<file path="src/rtl/aes_round_controller_if.sv">
// Control interface between the encryption request logic and the AES round
// controller. The master side raises start/cancel requests; the slave side
// (the controller) returns the datapath strobes, selects and round index.
interface aes_round_controller_if #(
  parameter int RW = 4
);
  logic          encryptEnable;
  logic          abort;
  logic          keyLoad;
  logic          keyExpand;
  logic [RW-1:0] roundNum;
  logic          selInitial;
  logic          roundKeyEn;
  logic          mixEn;
  logic          stateLoad;
  logic          outputLoad;
  logic          busy;
  logic          done;

  modport master (
    output encryptEnable, abort,
    input  keyLoad, keyExpand, roundNum, selInitial, roundKeyEn,
           mixEn, stateLoad, outputLoad, busy, done
  );

  modport slave (
    input  encryptEnable, abort,
    output keyLoad, keyExpand, roundNum, selInitial, roundKeyEn,
           mixEn, stateLoad, outputLoad, busy, done
  );
endinterface

</file>
<file path="src/rtl/aes_round_controller.sv">
// Moore FSM sequencing the AES encryption datapath: key/plaintext capture,
// key expansion, the initial AddRoundKey, the middle rounds with MixColumns
// and the final round without it. Only strobes, selects and the round index
// leave this block; the datapath itself is purely combinational.
module aes_round_controller #(
  parameter int NUM_ROUNDS = 10,
  parameter int RW         = 4
) (
  input logic                   clk,
  input logic                   n_rst,
  aes_round_controller_if.slave ctrl
);

  // Only the three AES key sizes are meaningful, and roundNum must be able
  // to hold the final round index.
  if (!(NUM_ROUNDS == 10 || NUM_ROUNDS == 12 || NUM_ROUNDS == 14)) begin : gen_bad_rounds
    $error("aes_round_controller: NUM_ROUNDS must be 10, 12 or 14");
  end
  if ((1 << RW) <= NUM_ROUNDS) begin : gen_bad_width
    $error("aes_round_controller: RW too narrow for NUM_ROUNDS");
  end

  localparam logic [RW-1:0] LAST_ROUND = RW'(NUM_ROUNDS);
  localparam logic [RW-1:0] ROUND_ONE  = RW'(1);
  localparam logic [RW-1:0] ROUND_ZERO = '0;

  typedef enum logic [3:0] {
    IDLE,
    KEY_SCHEDULE,
    START,
    WAIT_1,
    ROUND_KEY,
    MIX_COLUMN,
    CONTROL_OUTPUT,
    FINAL_ROUND,
    DONE
  } state_t;

  state_t        state_q;
  state_t        state_d;
  logic [RW-1:0] round_q;
  logic [RW-1:0] round_d;
  logic [RW-1:0] round_inc;

  // State and round-index registers; reset drops straight back to IDLE.
  always_ff @(posedge clk or negedge n_rst) begin
    if (!n_rst) begin
      state_q <= IDLE;
      round_q <= ROUND_ZERO;
    end else begin
      state_q <= state_d;
      round_q <= round_d;
    end
  end

  // Next-state and next-round logic; abort overrides everything outside IDLE.
  always_comb begin
    state_d   = state_q;
    round_d   = round_q;
    round_inc = round_q + ROUND_ONE;
    case (state_q)
      IDLE: begin
        round_d = ROUND_ZERO;
        if (ctrl.encryptEnable) begin
          state_d = KEY_SCHEDULE;
        end
      end
      KEY_SCHEDULE: state_d = START;
      START:        state_d = WAIT_1;
      WAIT_1:       state_d = ROUND_KEY;
      ROUND_KEY: begin
        if (round_q == ROUND_ZERO) begin
          state_d = CONTROL_OUTPUT;
        end else begin
          state_d = MIX_COLUMN;
        end
      end
      MIX_COLUMN:   state_d = CONTROL_OUTPUT;
      CONTROL_OUTPUT: begin
        round_d = round_inc;
        if (round_inc < LAST_ROUND) begin
          state_d = ROUND_KEY;
        end else begin
          state_d = FINAL_ROUND;
        end
      end
      FINAL_ROUND: begin
        round_d = LAST_ROUND;
        state_d = DONE;
      end
      DONE: begin
        round_d = ROUND_ZERO;
        state_d = IDLE;
      end
      default: begin
        round_d = ROUND_ZERO;
        state_d = IDLE;
      end
    endcase
    if (ctrl.abort && state_q != IDLE) begin
      state_d = IDLE;
      round_d = ROUND_ZERO;
    end
  end

  // Moore output decode from the state register and round index only.
  always_comb begin
    ctrl.keyLoad    = 1'b0;
    ctrl.keyExpand  = 1'b0;
    ctrl.roundNum   = round_q;
    ctrl.selInitial = 1'b0;
    ctrl.roundKeyEn = 1'b0;
    ctrl.mixEn      = 1'b0;
    ctrl.stateLoad  = 1'b0;
    ctrl.outputLoad = 1'b0;
    ctrl.busy       = (state_q != IDLE);
    ctrl.done       = 1'b0;
    case (state_q)
      IDLE: begin
        ctrl.roundNum = ROUND_ZERO;
      end
      KEY_SCHEDULE: begin
        ctrl.keyLoad   = 1'b1;
        ctrl.keyExpand = 1'b1;
      end
      START: begin
        ctrl.keyExpand = 1'b1;
      end
      ROUND_KEY: begin
        ctrl.roundKeyEn = 1'b1;
        ctrl.selInitial = (round_q == ROUND_ZERO);
      end
      MIX_COLUMN: begin
        ctrl.mixEn = 1'b1;
      end
      CONTROL_OUTPUT: begin
        ctrl.stateLoad = 1'b1;
        ctrl.mixEn     = (round_q != ROUND_ZERO);
      end
      FINAL_ROUND: begin
        ctrl.roundNum   = LAST_ROUND;
        ctrl.roundKeyEn = 1'b1;
        ctrl.stateLoad  = 1'b1;
        ctrl.outputLoad = 1'b1;
      end
      DONE: begin
        ctrl.done = 1'b1;
      end
      default: begin
        ctrl.roundNum = round_q;
      end
    endcase
  end

endmodule

</file>
<file path="src/flat_wrapper.sv">
// flat-port wrapper written by rule: the top's interface ports become plain ports
module aes_round_controller_flat 
#(
  parameter int NUM_ROUNDS = 10,
  parameter int RW         = 4
)
  (clk, n_rst, ctrl_encryptEnable, ctrl_abort, ctrl_keyLoad, ctrl_keyExpand, ctrl_roundNum, ctrl_selInitial, ctrl_roundKeyEn, ctrl_mixEn, ctrl_stateLoad, ctrl_outputLoad, ctrl_busy, ctrl_done);
  aes_round_controller_if #(.RW(RW)) ctrl_i ();
  input logic clk;
  input logic n_rst;
  input wire logic [$bits(ctrl_i.encryptEnable)-1:0] ctrl_encryptEnable;
  input wire logic [$bits(ctrl_i.abort)-1:0] ctrl_abort;
  output wire logic [$bits(ctrl_i.keyLoad)-1:0] ctrl_keyLoad;
  output wire logic [$bits(ctrl_i.keyExpand)-1:0] ctrl_keyExpand;
  output wire logic [$bits(ctrl_i.roundNum)-1:0] ctrl_roundNum;
  output wire logic [$bits(ctrl_i.selInitial)-1:0] ctrl_selInitial;
  output wire logic [$bits(ctrl_i.roundKeyEn)-1:0] ctrl_roundKeyEn;
  output wire logic [$bits(ctrl_i.mixEn)-1:0] ctrl_mixEn;
  output wire logic [$bits(ctrl_i.stateLoad)-1:0] ctrl_stateLoad;
  output wire logic [$bits(ctrl_i.outputLoad)-1:0] ctrl_outputLoad;
  output wire logic [$bits(ctrl_i.busy)-1:0] ctrl_busy;
  output wire logic [$bits(ctrl_i.done)-1:0] ctrl_done;
  assign ctrl_i.encryptEnable = ctrl_encryptEnable;
  assign ctrl_i.abort = ctrl_abort;
  assign ctrl_keyLoad = ctrl_i.keyLoad;
  assign ctrl_keyExpand = ctrl_i.keyExpand;
  assign ctrl_roundNum = ctrl_i.roundNum;
  assign ctrl_selInitial = ctrl_i.selInitial;
  assign ctrl_roundKeyEn = ctrl_i.roundKeyEn;
  assign ctrl_mixEn = ctrl_i.mixEn;
  assign ctrl_stateLoad = ctrl_i.stateLoad;
  assign ctrl_outputLoad = ctrl_i.outputLoad;
  assign ctrl_busy = ctrl_i.busy;
  assign ctrl_done = ctrl_i.done;
  aes_round_controller #(.NUM_ROUNDS(NUM_ROUNDS), .RW(RW)) u_core (.clk(clk), .n_rst(n_rst), .ctrl(ctrl_i));
endmodule
</file>
<file path="config.mk">
export PLATFORM = sky130hd
export DESIGN_NAME = aes_round_controller_flat
export DESIGN_NICKNAME = d
export VERILOG_FILES = /design/src/rtl/aes_round_controller_if.sv /design/src/rtl/aes_round_controller.sv /design/src/flat_wrapper.sv
export SDC_FILE = /design/constraint.sdc
export NUM_CORES = 1
export LEC_CHECK = 0
export CORE_MARGIN = 4
export CORE_UTILIZATION = 46
export CTS_CLUSTER_DIAMETER = 40
export DETAILED_ROUTE_END_ITERATION = 7
export GPL_TIMING_DRIVEN = 1
export PLACE_DENSITY = 0.77
export SYNTH_ARGS = -nofsm -noshare
export SYNTH_HDL_FRONTEND = slang
export SYNTH_SLANG_ARGS = --single-unit
</file>
<file path="constraint.sdc">
create_clock -name clk -period 1.97 [get_ports clk]
set_input_delay 0.197 -clock clk [delete_from_list [all_inputs] [get_ports clk]]
set_output_delay 0.197 -clock clk [all_outputs]
set_load 0.01 [all_outputs]
</file>
* After elaboration in Yosys (flattened, before gate mapping)
Index checks and enable logic that the tools add are counted.
** Storage, ports and cells
- Bits in registers :: 8
- Output and inout bits :: 13
** Cells by class
- Add/subtract/negate cells :: 1
- $lt $le $gt $ge :: 1
- Eq/ne operators :: 10
- Multiplexer cells :: 16
- Reductions and logical operators :: 9
** Operator list (number)
- $pmux 4 s8 :: 1
- $eq 4x3->1 const B :: 4
- $mux 4 :: 3
- $pmux 4 s3 :: 1
- $eq 4x2->1 const B :: 2
- $logic_not 4->1 :: 2
- $pmux 4 s2 :: 1
- $reduce_bool 4->1 :: 2
- $mux 1 :: 7
- $reduce_or 2->1 :: 3
- $reduce_or 5->1 :: 1
- $add 4x1->4 const B :: 1
- $eq 4x1->1 const B :: 1
- $eq 4x4->1 const B :: 1
- $lt 4x4->1 const B :: 1
- $mux 2 :: 2
- $ne 3x2->1 const B :: 1
- $ne 2x1->1 const B :: 1
- $pmux 1 s2 :: 1
- $logic_and 1x1->1 :: 1

* Longest topological paths before layout
Gate-level depths: netlist (run 1).
- Depth in word-level cells :: 5
- Gate-level depth with buffers :: 6

* Worst setup path after synthesis (run 1)
OpenSTA, ideal clock, no wires.
- Path type :: register -> output
- Start point :: register u_core.state_q[0]
- End point :: output ctrl_roundNum[1]
- Arrival :: 1281 ps
- Data required time :: 1773 ps
- Slack :: 492 ps
- Cell stages (with the launch flop) :: 4
- Path buffers :: 1
- Cell sequence :: dfrtp_1 buf_6 or4_4 a21o_1
** On the way
- Word-level cells in the longest chain between the ends :: 2
- Elaborated cells on any way between the ends :: 3
- Classes of those cells :: 1 x eq/ne; 1 x mux; 1 x reduce/logical
** Ends and longest elaborated chain
- start: declaration :: RTL line aes_round_controller.sv:39 : state_t state_q;
- start signal: assignment :: RTL line aes_round_controller.sv:51 : state_q <= state_d;
- $eq 4x3->1 / $logic_not 4->1 (equally long branches) :: RTL line aes_round_controller.sv:118 : case (state_q)
- $pmux 4 s2 * :: RTL line aes_round_controller.sv:118
- end: declaration :: RTL line flat_wrapper.sv:15 : output wire logic [$bits(ctrl_i.roundNum)-1:0] ctrl_roundNum;
Mark *: on every way between the ends. The rest lies on a longest branch, timed or not.

* Worst setup path in the final report (run 1)
- Start point :: register u_core.state_q[1]
- End point :: output ctrl_roundNum[0]
The elaborated chain is that of the path after synthesis.

==> flow_metrics.py, run 1 <==
metrics = {
    "worst_setup_path": {
        "path_max_fanout": 7,
        "reg2reg_depth": 6,
        "worstPathRequired_ns": 1.77,
        "endpoint_kind": "output pin",
        "critPathKind": "reg -> out",
        "cp-start-kind": "flop",
        "cp.arrival_ns": 1.73,
    },
    "hold_path": {
        "hp-class": "in -> async",
    },
    "synth": {
        "synth_edf_count": 0,
        "synth_area_per_cell_um2": 8.39,
        "syn-cell-area_um2": 654,
        "syn_nets": 84,
        "synth_seq_area_share_pct": 30.6,
        "synth-async-reset-ratio_pct": 100,
        "ys_seq_elements": 8,
        "ys_warn_count": 0,
        "synth_cell_types": 33,
        "synth_flop_cell": "dfrtp_1",
        "netlist_instances": 78,
    },
    "sta": {
        "hold_viol": 0,
        "finClkSkew_ns": 0.00300,
        "setup_viol": 0,
        "period_share_pct": 97.9,
        "maxClockFrequency_ghz": 0.519,
        "worst_pin_slew_ns": 0.365,
        "whs_ns": 0.225,
        "maxSlewViolCount": 0,
        "maxSlewHeadroom_pct": 75.6,
        "fin_ws_ns": 0.0418,
        "layout_min_cycle_time_ns": 1.93,
    },
    "global_route": {
        "grt_use_total_pct": 18.3,
        "grt_pass1_wl_mm": 2.82,
        "first_global_vias": 622,
        "grt_max_degree": 11,
        "overflow": 0,
        "antenna_found_initial": 0,
    },
    "cells_and_area": {
        "postLayoutCoreUtil_pct": 68.7,
        "diodes": 0,
        "n_fill_cell": 105,
        "nNetsFinal": 107,
        "drive_gt1_share_pct": 26.3,
        "regArea_um2": 208,
        "multi_input_area_um2": 427,
        "area_growth_pct": 38.2,
    },
    "detailed_routing": {
        "finalWirelength_mm": 1.69,
        "route.detailed.drc": 0,
        "drt-pass1-iter-count": 4,
        "postRouteAntennaNets": 0,
        "routed-via-count": 669,
        "wl_per_cell_um": 14.9,
        "first_iter_violations": 19,
        "vias_per_cell": 5.87,
    },
    "clock_network": {
        "clock_path_buffers": 2,
        "cts.sinks": 8,
        "cts_tree": "done",
        "clk_pin_slew_worst_paths_ns": 0.06,
        "cts_buffers": 3,
        "h-tree-depth": 1,
        "cts_root_buffer": "clkbuf_4",
        "clkLatencyLatePin_ns": 0.25,
    },
    "floorplanning": {
        "rows": 13,
        "dieArea_um2": 2090,
        "io_pins": 17,
        "coreArea_um2": 1320,
        "die_h_um": 45.7,
        "initial_core_util_pct": 49.7,
        "die_w_um": 45.7,
    },
    "run": {
        "maxCapViolCount": 0,
    },
    "power_and_ir_drop": {
        "max-vdd-ir-drop_uv": 834,
        "p_leak_nw": 0.453,
        "power_density_nw_per_um2": 1160,
    },
    "place": {
        "place.gp.congestion": 0.882,
        "dp_slack_ns": 0.113,
        "hpwl_mm": 1.23,
        "numPortBuffers": 16,
    },
    "status": {
        "outcome": "completed",
    },
}
synthesized netlist by cell type (all sizes together), types with 3 or more instances:
cell type / n / share of area (%)
a211oi: 3 / 4.2
a21oi: 5 / 3.8
buf: 4 / 5.0
dfrtp: 8 / 31
inv: 4 / 2.3
nand2: 4 / 2.3
nor2: 11 / 6.3
nor2b: 3 / 4.0
nor3: 6 / 4.6
o21a: 3 / 3.4
o21ai: 3 / 2.3
xor2: 3 / 4.0
worst paths after layout:
path | start | endpoint | slack [ns]
hold / removal | n_rst | u_core.round_q[3] | 0.22
hold reg to reg | u_core.state_q[3] | u_core.state_q[2] | 0.55
max in group asynchronous | n_rst | u_core.state_q[2] | 1.46
min in group clk | u_core.state_q[3] | u_core.state_q[2] | 0.55
setup reg to reg | u_core.round_q[0] | u_core.state_q[1] | 0.40
setup / recovery | u_core.state_q[1] | ctrl_roundNum[0] | 0.04
layer usage:
metal  GRT usage, %  share of wire (%)
met5              0                  0
met4           7.95                1.7
met2           28.1                 46
met1           25.2                 45
met3           2.77                7.0
worst max-delay path, cell delays in order (launching register included):
cell	delay, ns
dfrtp_2	0.44
buf_4	0.15
or3_4	0.41
a21oi_4	0.15
nor2_1	0.05
dlygate4sd2_1	0.28
stage by stage:
stage                     total power [W]  instance area [um2]  TNS [ns]  cells
final                             0.00105                  905         0    114
after global routing              0.00113                  905   -0.0293    114
after CTS                         0.00101                  867         0    113
after detailed placement         0.000878                  835         0    109
after global placement           0.000871                  835         0    109
after floorplan                  0.000680                  654         0     78
placed cells by master, fill, tap and decap left out, types with 2 or more instances in the layout:
| cell type | instances |
|---|---|
| dlygate4sd2_1 | 7 |
| a21oi_1 | 4 |
| o21ai_1 | 2 |
| dfrtp_1 | 2 |
| dfrtp_2 | 6 |
| buf_4 | 7 |
| ha_1 | 2 |
| nor2_1 | 10 |
| nand2_1 | 3 |
| nor3_1 | 6 |
| nand3_1 | 2 |
| a21o_1 | 2 |
| clkdlybuf4s50_1 | 5 |
| dlymetal6s2s_1 | 4 |
| nor2b_4 | 2 |
| inv_1 | 4 |
| clkbuf_4 | 3 |
| a211oi_1 | 2 |
| xor2_1 | 3 |
| o21a_1 | 3 |
| nor3b_1 | 2 |
registers in the layout (all words and copies together), names as in the netlist:
signal	cells
u_core.round_q	4
u_core.state_q	4
where the power goes:
part | switching [W] | leakage (nW) | internal, W
combinational | 0.000325 | 0.339 | 0.000344
clock | 0.0000543 | 0.0138 | 0.0000696
sequential | 0.0000583 | 0.0995 | 0.000200
layout make-up:
type	count	share of cell area, %
clock buffer	3	2.49
sequential	8	23.0
multi-input combinational	61	47.2
timing repair buffer	23	23.7
inverter	4	1.66
tap	15	2.07
logic make-up (layout without fill, tap and decap cells):
kind of cell / after synthesis / count (layout) / synth area share, %
fa+ha+maj: 2 / 2 / 3.82
simple gates: 35 / 35 / 31.4
xor+xnor: 3 / 3 / 4.02
compound gates: 21 / 21 / 22.4
flops: 8 / 8 / 30.6
buf+inv: 9 / 30 / 7.84
timing repair:
| item | 4_1_cts | 5_1_grt |
|---|---|---|
| endpoints found under the hold margin | 0 | 0 |
| buffers inserted | 1 | 1 |
| hold buffers | 0 | 0 |
| endpoints found under the setup margin | 11 | 8 |
| resized for setup | 12 | 11 |
Power figures use the tool's default switching activity.
==> inputs of run 2 (changes only) <==
--- a/config.mk
+++ b/config.mk
@@ -5,7 +5,6 @@
 export SDC_FILE = /design/constraint.sdc
 export NUM_CORES = 1
 export LEC_CHECK = 0
-export CORE_MARGIN = 4
 export CORE_UTILIZATION = 46
 export CTS_CLUSTER_DIAMETER = 40
 export DETAILED_ROUTE_END_ITERATION = 7
==> flow_metrics.py, run 2 (synthesis gave the netlist of run 1 again) <==
metrics = {
    "place": {
        "numPortBuffers": 16,
        "hpwl_mm": 1.21,
        "place_inst": 111,
        "place.gp.congestion": 0.863,
    },
    "cells_and_area": {
        "nNetsFinal": 114,
        "layout_commonest_cell": "buf_4",
        "area_growth_pct": 43.2,
        "final_cell_mix": "buf_4, nor2_1, dlygate4sd2_1",
        "top_regs": "u_core.round_q x4, u_core.state_q x4",
        "n_fill_cell": 112,
        "finalNonFillerCells": 121,
        "drive_gt1_share_pct": 28.3,
        "diodes": 0,
    },
    "global_route": {
        "overflow": 0,
        "first_global_vias": 631,
        "grt_use_total_pct": 26.4,
        "antenna_found_initial": 0,
        "grt_pass1_wl_mm": 2.75,
        "grt_max_degree": 11,
    },
    "floorplanning": {
        "rows": 13,
        "die_h_um": 39.7,
        "io_pins": 17,
        "coreArea_um2": 1320,
        "dieArea_um2": 1580,
        "die_w_um": 39.7,
        "initial_core_util_pct": 49.7,
    },
    "worst_setup_path": {
        "endpoint_kind": "output pin",
        "path_max_fanout": 5,
        "cp-start-kind": "flop",
        "cp.arrival_ns": 1.74,
        "worstPathRequired_ns": 1.77,
        "critPathKind": "reg -> out",
    },
    "sta": {
        "hold_viol": 0,
        "worst_pin_slew_ns": 0.358,
        "layout_min_cycle_time_ns": 1.93,
        "maxSlewHeadroom_pct": 76.1,
        "maxSlewViolCount": 0,
        "setup_tns_ns": 0,
        "period_share_pct": 98.2,
        "finClkSkew_ns": 0.00645,
        "setup_viol": 0,
        "rsz0062_at_grt": "false",
        "maxClockFrequency_ghz": 0.517,
    },
    "clock_network": {
        "cts_root_buffer": "clkbuf_4",
        "cts.sinks": 8,
        "clkLatencyLatePin_ns": 0.25,
        "cts_buffers": 3,
        "clock_path_buffers": 2,
        "h-tree-depth": 1,
        "cts_tree": "done",
        "clk_pin_slew_worst_paths_ns": 0.06,
    },
    "detailed_routing": {
        "first_iter_violations": 33,
        "wl_per_cell_um": 14.3,
        "routed-via-count": 711,
        "finalWirelength_mm": 1.73,
        "postRouteAntennaNets": 0,
        "route.detailed.drc": 0,
        "vias_per_cell": 5.88,
        "drt-pass1-iter-count": 4,
    },
    "power_and_ir_drop": {
        "p_leak_nw": 0.481,
        "power_density_nw_per_um2": 1150,
        "max-vdd-ir-drop_uv": 881,
    },
    "run": {
        "maxCapViolCount": 0,
    },
    "status": {
        "outcome": "completed",
    },
    "hold_path": {
        "hp-class": "in -> async",
    },
}
-- run 2: changes by cell type in the layout (fill, tap and decap cells not counted), sizes merged --
cell / delta
buf: +7
clkdlybuf4s50: +1
dlymetal6s2s: -1
-- run 2: repair_timing --
action	4_1_cts	5_1_grt
setup endpoints to repair	10	6
gates resized for setup	11	6
gates cloned	0	0
setup buffers	4	3
hold buffers	0	0
-- run 2: worst paths after layout --
path | to | cells after the start | slack (ns) | start
max in group asynchronous | u_core.state_q[1] | 1 | 1.47 | n_rst
setup reg to reg | u_core.round_q[2] | 5 | 0.46 | u_core.state_q[1]
min in group clk | u_core.round_q[0] | 2 | 0.63 | u_core.state_q[3]
hold / removal | u_core.round_q[1] | 1 | 0.22 | n_rst
setup / recovery | ctrl_busy | 2 | 0.04 | u_core.state_q[1]
hold reg to reg | u_core.round_q[0] | 2 | 0.63 | u_core.state_q[3]
-- run 2: routing by layer --
metal | wire, um | vias to the layer above | global-route usage, %
met2 | 805 | 47 | 42.6
li1 | - | 337 | -
met1 | 780 | 323 | 34.5
met3 | 129 | 4 | 2.27
met4 | 17 | 0 | 12.9
met5 | 0 | - | 0
-- run 2: through the flow --
step / power, W / cell area [um2] / utilization [%] / hold WS (ns) / setup slack, ns
2_1_floorplan: 0.000680 / 654 / - / -0.0986 / 0.492
6_report: 0.00108 / 937 / 71.1 / 0.217 / 0.0364
3_3_place_gp: 0.000888 / 850 / 64.5 / 0.497 / 0.118
3_5_place_dp: 0.000888 / 850 / 64.5 / 0.500 / 0.107
4_1_cts: 0.00106 / 902 / 68.5 / 0.223 / 0.000727
5_1_grt: 0.00116 / 937 / 71.1 / 0.262 / 0.00463
-- run 2: worst max-delay path, cell delays in order, from the launching register on --
cell and delay, ns:
dfrtp_2 0.43, or4_4 0.55, clkdlybuf4s50_1 0.49
-- run 2: power by group --
group	total, W	leakage (nW)	internal [W]	switching (W)
sequential	0.000245	0.103	0.000198	0.0000469
combinational	0.000704	0.364	0.000368	0.000336
clock	0.000127	0.0138	0.0000698	0.0000569
total	0.00108	0.481	0.000636	0.000440
-- run 2: cell type report --
cell class              count  area, um2  area share (%)
multi-input cells          61        412            43.9
repair buffers             30        264            28.2
flip-flops and latches      8        205            21.9
clock buffers               3       22.5            2.40
well taps                  15       18.8            2.00
inverters                   4       15.0            1.60
